===== config.mk =====
export PLATFORM = sky130hd
export DESIGN_NAME = adc_snapshot_mc
export DESIGN_NICKNAME = d
export VERILOG_FILES = /design/src/rtl/adc_snapshot_pkg.sv /design/src/rtl/snap_thresh_cmp.sv /design/src/rtl/adc_snapshot_mc.sv
export SDC_FILE = /design/constraint.sdc
export NUM_CORES = 1
export LEC_CHECK = 0
export CORE_AREA = 4 4 270 272
export CTS_CLUSTER_SIZE = 24
export DETAILED_ROUTE_END_ITERATION = 6
export DIE_AREA = 0 0 274 276
export RECOVER_POWER = 100
export SLEW_MARGIN = 10
export SYNTH_ARGS = -nofsm -noshare
export SYNTH_HDL_FRONTEND = slang
export SYNTH_SLANG_ARGS = --single-unit

===== constraint.sdc =====
create_clock -name fpga_clk -period 8.9 [get_ports fpga_clk]
set_clock_uncertainty 0.15 [all_clocks]
set_input_delay 0.89 -clock fpga_clk [delete_from_list [all_inputs] [get_ports fpga_clk]]
set_output_delay 0.89 -clock fpga_clk [all_outputs]
set_load 0.03 [all_outputs]

===== src/rtl/adc_snapshot_pkg.sv =====
// rtl/adc_snapshot_pkg.sv - shared types and helpers for the ADC snapshot engine
//
// Purpose: FSM state encoding, trigger-mode codes and capture length
// normalisation shared by adc_snapshot_mc and future trigger variants.
package adc_snapshot_pkg;

  typedef enum logic [1:0] {
    IDLE    = 2'd0,
    ARMED   = 2'd1,
    CAPTURE = 2'd2,
    DONE    = 2'd3
  } state_e;

  localparam logic [1:0] TRIG_IMM = 2'd0;
  localparam logic [1:0] TRIG_EXT = 2'd1;
  localparam logic [1:0] TRIG_THR = 2'd2;

  // A length of 0, or anything larger than the BRAM, means "fill the BRAM".
  function automatic logic [31:0] norm_len(input logic [31:0] len, input int unsigned aw);
    logic [31:0] full;
    full = 32'd1 << aw;
    if (len == 32'd0 || len > full) begin
      return full;
    end
    return len;
  endfunction

endpackage


===== src/rtl/snap_thresh_cmp.sv =====
// rtl/snap_thresh_cmp.sv - N_PAR-lane signed >= threshold compare, OR-reduced
//
// Purpose: flags a parallel-sample word when any lane reaches the threshold.
// Ports:
//   word_i  N_PAR*DIN_WIDTH  parallel samples (lane order irrelevant here)
//   thr_i   DIN_WIDTH        signed threshold
//   hit_o   1                any lane >= thr_i (signed)
module snap_thresh_cmp
  import adc_snapshot_pkg::*;
#(
  parameter int N_PAR     = 8,
  parameter int DIN_WIDTH = 16
) (
  input  logic [N_PAR*DIN_WIDTH-1:0] word_i,
  input  logic signed [DIN_WIDTH-1:0] thr_i,
  output logic                        hit_o
);

  always_comb begin
    logic signed [DIN_WIDTH-1:0] lane;
    hit_o = 1'b0;
    lane  = '0;
    for (int i = 0; i < N_PAR; i++) begin
      lane = word_i[i*DIN_WIDTH +: DIN_WIDTH];
      if (lane >= thr_i) begin
        hit_o = 1'b1;
      end
    end
  end

endmodule


===== src/rtl/adc_snapshot_mc.sv =====
// rtl/adc_snapshot_mc.sv - multi-channel ADC snapshot capture into BRAM
//
// Purpose: selects one ADC stream, waits for a trigger, then writes a burst of
// consecutive valid words to a BRAM write port, one cycle after each sample.
// Ports:
//   fpga_clk       capture clock (RFDC data clock)
//   rst            asynchronous active-high reset
//   din            N_CH streams, stream c at [c*N_PAR*DIN_WIDTH +: N_PAR*DIN_WIDTH]
//   din_valid      per-stream valid
//   ch_sel         stream select (clamped to N_CH-1), latched on arm
//   trig_mode      0 immediate, 1 ext_trig edge, 2 threshold, 3 as 0; latched on arm
//   ext_trig       external trigger level, synchronous to fpga_clk
//   threshold      signed threshold, latched on arm
//   capture_len    words to capture (0 or oversize = whole BRAM), latched on arm
//   arm            level; rising edge starts a capture from IDLE/DONE
//   bram_din/bram_addr/bram_we  registered BRAM write port
//   busy           high in ARMED or CAPTURE
//   done           high in DONE until the next arm
//   words_written  words written in the current or last capture
module adc_snapshot_mc
  import adc_snapshot_pkg::*;
#(
  parameter int N_CH            = 4,
  parameter int N_PAR           = 8,
  parameter int DIN_WIDTH       = 16,
  parameter int BRAM_ADDR_WIDTH = 10,
  localparam int CH_W           = (N_CH > 1) ? $clog2(N_CH) : 1,
  localparam int SW             = N_PAR * DIN_WIDTH,
  localparam int LW             = BRAM_ADDR_WIDTH + 1
) (
  input  logic                        fpga_clk,
  input  logic                        rst,
  input  logic [N_CH*SW-1:0]          din,
  input  logic [N_CH-1:0]             din_valid,
  input  logic [CH_W-1:0]             ch_sel,
  input  logic [1:0]                  trig_mode,
  input  logic                        ext_trig,
  input  logic signed [DIN_WIDTH-1:0] threshold,
  input  logic [LW-1:0]               capture_len,
  input  logic                        arm,
  output logic [SW-1:0]               bram_din,
  output logic [BRAM_ADDR_WIDTH-1:0]  bram_addr,
  output logic                        bram_we,
  output logic                        busy,
  output logic                        done,
  output logic [LW-1:0]               words_written
);

  localparam logic [LW-1:0]              LEN_ONE  = LW'(1);
  localparam logic [BRAM_ADDR_WIDTH-1:0] ADDR_ONE = BRAM_ADDR_WIDTH'(1);

  state_e                       state_q;
  logic                         arm_dly_q, ext_dly_q;
  logic [CH_W-1:0]              ch_q;
  logic [1:0]                   mode_q;
  logic signed [DIN_WIDTH-1:0]  thr_q;
  logic [LW-1:0]                len_q;
  logic                         ext_seen_q;
  logic [BRAM_ADDR_WIDTH-1:0]   addr_q;
  logic [LW-1:0]                ww_q;
  logic                         we_q, busy_q, done_q;
  logic [SW-1:0]                din_q;
  logic [BRAM_ADDR_WIDTH-1:0]   baddr_q;

  logic                         arm_re, ext_re;
  logic [SW-1:0]                stream [N_CH];
  logic [SW-1:0]                w;
  logic                         v;
  logic                         thr_hit, trig_ok, cap, last;
  logic [CH_W-1:0]              ch_clamp;
  logic [LW-1:0]                len_norm;

  assign arm_re = arm & ~arm_dly_q;
  assign ext_re = ext_trig & ~ext_dly_q;

  for (genvar c = 0; c < N_CH; c++) begin : g_stream
    assign stream[c] = din[c*SW +: SW];
  end

  assign w = stream[ch_q];
  assign v = din_valid[ch_q];

  always_comb begin
    ch_clamp = ch_sel;
    if (int'(ch_sel) >= N_CH) begin
      ch_clamp = CH_W'(N_CH - 1);
    end
  end

  assign len_norm = LW'(norm_len(32'(capture_len), BRAM_ADDR_WIDTH));

  snap_thresh_cmp #(
    .N_PAR     (N_PAR),
    .DIN_WIDTH (DIN_WIDTH)
  ) u_thresh (
    .word_i (w),
    .thr_i  (thr_q),
    .hit_o  (thr_hit)
  );

  // The ext edge may coincide with the first valid cycle, so it is ORed with
  // the sticky flag rather than waiting a cycle for the flag to register.
  always_comb begin
    case (mode_q)
      TRIG_EXT: trig_ok = ext_re | ext_seen_q;
      TRIG_THR: trig_ok = thr_hit;
      default:  trig_ok = 1'b1;
    endcase
  end

  assign cap  = v && ((state_q == ARMED && trig_ok) || state_q == CAPTURE);
  assign last = (ww_q + LEN_ONE) == len_q;

  always_ff @(posedge fpga_clk or posedge rst) begin
    if (rst) begin
      state_q    <= IDLE;
      arm_dly_q  <= 1'b0;
      ext_dly_q  <= 1'b0;
      ch_q       <= '0;
      mode_q     <= '0;
      thr_q      <= '0;
      len_q      <= '0;
      ext_seen_q <= 1'b0;
      addr_q     <= '0;
      ww_q       <= '0;
      we_q       <= 1'b0;
      din_q      <= '0;
      baddr_q    <= '0;
      busy_q     <= 1'b0;
      done_q     <= 1'b0;
    end else begin
      arm_dly_q <= arm;
      ext_dly_q <= ext_trig;
      we_q      <= 1'b0;

      // One-cycle write pipeline: the captured word, its address and the
      // running count all appear together on the cycle after the sample.
      if (cap) begin
        we_q    <= 1'b1;
        din_q   <= w;
        baddr_q <= addr_q;
        addr_q  <= addr_q + ADDR_ONE;
        ww_q    <= ww_q + LEN_ONE;
      end

      case (state_q)
        IDLE, DONE: begin
          if (arm_re) begin
            ch_q       <= ch_clamp;
            mode_q     <= trig_mode;
            thr_q      <= threshold;
            len_q      <= len_norm;
            ext_seen_q <= 1'b0;
            addr_q     <= '0;
            ww_q       <= '0;
            done_q     <= 1'b0;
            busy_q     <= 1'b1;
            state_q    <= ARMED;
          end
        end
        ARMED: begin
          if (ext_re) begin
            ext_seen_q <= 1'b1;
          end
          if (cap) begin
            state_q <= last ? DONE : CAPTURE;
            if (last) begin
              done_q <= 1'b1;
              busy_q <= 1'b0;
            end
          end
        end
        CAPTURE: begin
          if (cap && last) begin
            state_q <= DONE;
            done_q  <= 1'b1;
            busy_q  <= 1'b0;
          end
        end
        default: state_q <= IDLE;
      endcase
    end
  end

  assign bram_we       = we_q;
  assign bram_din      = din_q;
  assign bram_addr     = baddr_q;
  assign busy          = busy_q;
  assign done          = done_q;
  assign words_written = ww_q;

endmodule


==> metrics.csv <==
metric,value,unit
Slew @ Worst Pin,3570,ps
Worst Path Buf+Inv,3,
GR Overflow Total,0,
clock slew at reported path FFs,80,ps
"Seq/Total Area, Yosys",0.342,
"flops & latches, synth",198,
post-synthesis cell area,0.0145,mm^2
crit path kind,flip-flop to flip-flop,
Synth Flop Type,dfrtp_1,
gpl congestion,0.902,
Max clock buf depth,2,
GRT Total Usage,0.174,
cts hold-fix bufs,0,
initial antenna violation count,12,
Die Wd,274,um
port bufs,702,
Starting Density,0.205,
setup_tns,0,ps
HPWL Detailed,55.1,mm
Synth Instances,1119,
minimum clock period,7120,ps
share of cells above drive strength 1,0.112,
leading area contributor after synthesis,dfrtp_1,
critical path arrival,7350,ps
vias in the first global route,13800,
Synth Area per Inst,13.0,um^2
synth unique cells,54,
full die area,0.0756,mm^2
"CP delay by family, top",multiplexers,
drt wl/cell,24.3,um
CTS HTree Levels,4,
asr flop ratio synth,1.00,
MaxCap Viol Count,3,
Max stage delay on crit path,950,ps
placed cells,2740,
CTS resizes,0,
worst setup margin,1780,ps
top post-synthesis cells by count,"dfrtp_1 (198), ha_1 (134), mux2_4 (130)",
Syn Nets,1804,
violated checks,"max-capacitance violations, max-slew violations",
Max Fclk,140,MHz
number of enable flip-flop cells after synthesis,0,
# rows,98,
Die Ht,276,um
most common cell in the netlist,dfrtp_1,
peak fanout along the critical path,86,
Slew HR,-1.38,
final setup vio count,0,
initial DRC count,588,
first-pass GRT wire length,95.4,mm
Ys Warns,0,
CTS root buf,clkbuf_16,
drt first pass iters,4,
DR vias/cell,4.55,
crit path cell chain,"buf_12, clkbuf_1, mux4_2, ha_1, nor2b_1, o211ai_1, a2111oi_0, nor4_1, mux2i_1, o21ai_0, o2111ai_2, nand2_4, buf_12, mux2_1",
Core ar.,0.0708,mm^2
Final Hold Fails,0,
Syn-to-layout area delta,57.0,%
Power Density,336,mW/mm^2
Final Non-Filler Cells,2775,
synth top area cells,"dfrtp_1 (34%), mux4_2 (20%), mux2_4 (13%)",
largest net degree at the start of global routing,87,
status,"complete, but fails checks",
TritonCTS buffer count,17,
leak pwr,9.02,nW
Routed Antenna Nets,0,
CP Capture Type,flip-flop,
Worst EP required,9130,ps
Post-CTS Setup Bufs,0,
"Top cell by count, worst path",buf_12,
clock sinks,198,
worst vdd ir,207,uV
Final Max Slew Viols,187,
IO Pins,703,
Hold Path Class,flip-flop to flip-flop,
share of the synthesized area in the top cell type,0.342,
"Slowest-stage cell, CP",clkbuf_1,
residual DRC count,0,
crit start category,flip-flop,
total power,7.64,mW
total number of vias,12600,
period utilization,0.800,
Hold Slack,334,ps
RSZ-0062 raised after global routing,no,
pre-CTS WS,2190,ps
nets@finish,2494,
CTS tree,yes,
Post-Route WL,67.4,mm
worst-skew pair later-pin latency,500,ps
## path summary, 6_finish.rpt
kind / from / end / slack, ps / cells after the start
min: bram_din[41]$_DFFE_PP0P_ / bram_din[41]$_DFFE_PP0P_ / 330 / 1
max in group asynchronous: rst / bram_din[107]$_DFFE_PP0P_ / 2710 / 3
min in group asynchronous: rst / bram_din[66]$_DFFE_PP0P_ / 1540 / 2
max: ch_q[0]$_DFFE_PP0P_ / bram_din[107]$_DFFE_PP0P_ / 1780 / 14
min reg2reg: bram_din[41]$_DFFE_PP0P_ / bram_din[41]$_DFFE_PP0P_ / 330 / 1
max reg2reg: ch_q[0]$_DFFE_PP0P_ / bram_din[107]$_DFFE_PP0P_ / 1780 / 14
## worst reg2reg max path, delay by kind of cell (launching register included)
kind / cells / cell delay [ps]
muxes: 3 / 1790
and+or+nand+nor: 3 / 750
DFF: 1 / 800
adders and majority gates: 1 / 320
AOI/OAI and AO/OA: 4 / 1480
buffers and inverters: 3 / 1700
## power by group
| part | total [mW] | internal [mW] | switching, mW |
|---|---|---|---|
| clock | 0.832 | 0.402 | 0.430 |
| sequential | 1.62 | 1.32 | 0.301 |
| combinational | 5.18 | 2.22 | 2.96 |
## cell type report
type	instances	area, um^2
Clock buffer	17	425
Timing Repair Buffer	728	7250
Inverter	34	129
Antenna cell	3	7.51
Fill cell	7132	48000
Sequential cell	198	4960
Tap cell	950	1190
Multi-Input combinational cell	830	8610
Clock inverter	15	184
## per-stage QoR
stage          utilization  instance area (um^2)
2_1_floorplan            -                 14500
5_1_grt              0.322                 22700
6_report             0.322                 22800
4_1_cts              0.329                 23200
3_3_place_gp         0.320                 22600
3_5_place_dp         0.320                 22600
## sequential cells by signal, indices dropped and copies added (netlist names), 2 cells and up
name,flops
state_q,2
addr_q,10
ch_q,2
bram_din,128
words_written,11
bram_addr,10
len_q,11
mode_q,2
thr_q,16
## cell usage in the layout, fill, tap and decap left out, types with 20 or more instances in the layout
cell type,n
o21ai_0,42
mux4_2,129
nand4_1,28
buf_4,20
nand2_1,77
ha_1,134
dfrtp_1,196
inv_1,33
xnor2_1,25
a21oi_1,55
nor2_1,44
nand3_1,21
clkdlybuf4s50_1,547
mux2_1,131
dlygate4sd3_1,155
## metal layers
layer,wire [um],track usage,up-vias,share of wire
li1,-,-,5740,-
met1,27200,0.206,6275,0.40
met2,33700,0.307,537,0.50
met3,5190,0.0526,56,0.077
met4,1270,0.0396,6,0.019
met5,47,0,-,0.00070
## logic make-up (layout without fill, tap and decap cells)
kind of cell | Yosys count | count (layout) | share of synthesized area
compound gates | 164 | 164 | 0.0697
xor+xnor | 33 | 33 | 0.0199
fa+ha+maj | 134 | 134 | 0.116
buf+inv | 91 | 794 | 0.0316
flops | 198 | 198 | 0.342
mux | 271 | 271 | 0.344
other cells | 0 | 3 | 0
simple gates | 228 | 228 | 0.0772
No activity file was read; power rests on OpenSTA's default activity.
==> patch: new RTL, same flow settings <==
`N_PAR` is set to 8 in 2 places; all go to 4.
--- a/src/rtl/snap_thresh_cmp.sv
+++ b/src/rtl/snap_thresh_cmp.sv
@@ -9,5 +9,5 @@
   import adc_snapshot_pkg::*;
 #(
-  parameter int N_PAR     = 8,
+  parameter int N_PAR     = 4,
   parameter int DIN_WIDTH = 16
 ) (
--- a/src/rtl/adc_snapshot_mc.sv
+++ b/src/rtl/adc_snapshot_mc.sv
@@ -22,5 +22,5 @@
 #(
   parameter int N_CH            = 4,
-  parameter int N_PAR           = 8,
+  parameter int N_PAR           = 4,
   parameter int DIN_WIDTH       = 16,
   parameter int BRAM_ADDR_WIDTH = 10,
Ports: changed (resized bram_din and din); port bits go from 703 to 383. The function was not compared with the original's and may differ.
==> patch against the unedited design <==
  * Worst hold slack worse by 0.0061 ns
  * Sequential power is 31% lower
  * Sequential cell count decreased by 64
  * The flow still finishes with violations (capacitance limit, slew limit)
  * Wire length decreased by 38%
  * Power is 36% lower
  * Design area decreased by 37%
  * Largest power group unchanged
  * Global-route usage decreased by 6.4 points
  * Setup slack better by 0.57 ns
  * Critical path depth is 2 lower
  * Largest cell class unchanged
  * Synthesized area fell by 39%
==> patch: results (changes against the unedited design) <==
| Metric | Value |
|---|---|
| Outcome | `finished with violations` |
| Failing checks | `capacitance limit, slew limit` |
| Sequential fraction of the synthesis area | `38.0% (+3.8 points)` |
| Buffer share of cell area | `27.0% (-4.9 points)` |
| Met3 Routed Length | `3320 um (-36%)` |
| Max-slew violations | `136 (-27%)` |
| M1 wire length | `18100 um (-34%)` |
| IO buf count | `382 (-46%)` |
| Post-synth net total | `1114 (-38%)` |
| IR drop worst, VDD | `0.223 mV (+7.9%)` |
| Routability cong. | `0.765 (-15%)` |
| Hold path depth | `2 (+1)` |
| Layout clock buffer count | `21 (+4)` |
| CP max FO | `82 (-4.7%)` |
| GR Util met3 | `3.83% (-1.4 points)` |
| Ranking of synthesized cells by area | `dfrtp_1, mux4_2, ha_1, mux2_2, mux2_1` |
| Clock group power | `0.748 mW (-10%)` |
| R2r setup slk | `2.36 ns (+0.57 ns)` |
| Crit path DAT | `6.59 ns (-0.76 ns)` |
| Non-CTS inverters | `30 (-12%)` |
| Vias in the first global route | `8492 (-39%)` |
| Max reg flops | `64 (-50%)` |
| Combinational share of power | `61.9% (-6.0 points)` |
| Routed vias/inst | `3.78 (-17%)` |
| All-Layer GR Usage | `10.9% (-6.4 points)` |
| Pleak | `5.60 nW (-38%)` |
| Slowest cell on crit path | `dfrtp_4` |
| Yosys cell types | `60 (+11%)` |
| Final Util | `20.2% (-12 points)` |
| Nets | `1480 (-41%)` |
| Diode count | `8 (+5)` |
| Top post-synthesis cells by count | `dfrtp_1, ha_1, nand2_1` |
| Max-Cap Viols | `2 (-1)` |
| FF/Latch Area | `3360 sq um (-32%)` |
| Met2 wire len | `19400 um (-42%)` |
| CP top delay family | `compound AO/OA/AOI/OAI gates` |
| First-pass GRT wire length | `59200 um (-38%)` |
| Post-detailed-route wirelength per cell | `20.0 um (-18%)` |
| Signal buffers | `386 (-47%)` |
| Max incr delay on CP | `0.90 ns (-0.05 ns)` |
| Max-slew headroom | `-121% (+17 points)` |
| Initial antenna violation count | `13 (+1)` |
| Worst-Skew Late Latency | `0.48 ns (-0.02 ns)` |
[patch: cell count changes in the layout (fill, tap and decap cells not counted), moves of 38 or more]
cell,change
mux2_2,+38
mux4_2,-65
ha_1,-64
dlygate4sd3_1,-64
mux2_1,-101
clkdlybuf4s50_1,-256
dfrtp_1,-64
[patch: per-stage QoR]
| step | std cells | total power [mW] | setup slack, ns |
|---|---|---|---|
| 2_1_floorplan | 749 | 3.06 | 4.28 |
| 5_1_grt | 2077 | 5.28 | 1.86 |
| 3_5_place_dp | 2046 | 4.29 | 2.53 |
| 6_report | 2085 | 4.88 | 2.36 |
| 3_3_place_gp | 2046 | 4.22 | 2.69 |
| 4_1_cts | 2077 | 5.08 | 2.51 |
[patch: cell families after synthesis]
logic type	count (synthesis)	synth area share, %
and+or+nand+nor	176	10.3
AOI/OAI and AO/OA	144	10.4
muxes	139	25.9
DFF	134	38.0
adders and majority gates	70	9.93
buffers and inverters	69	3.82
xor gates and xnor gates	17	1.69
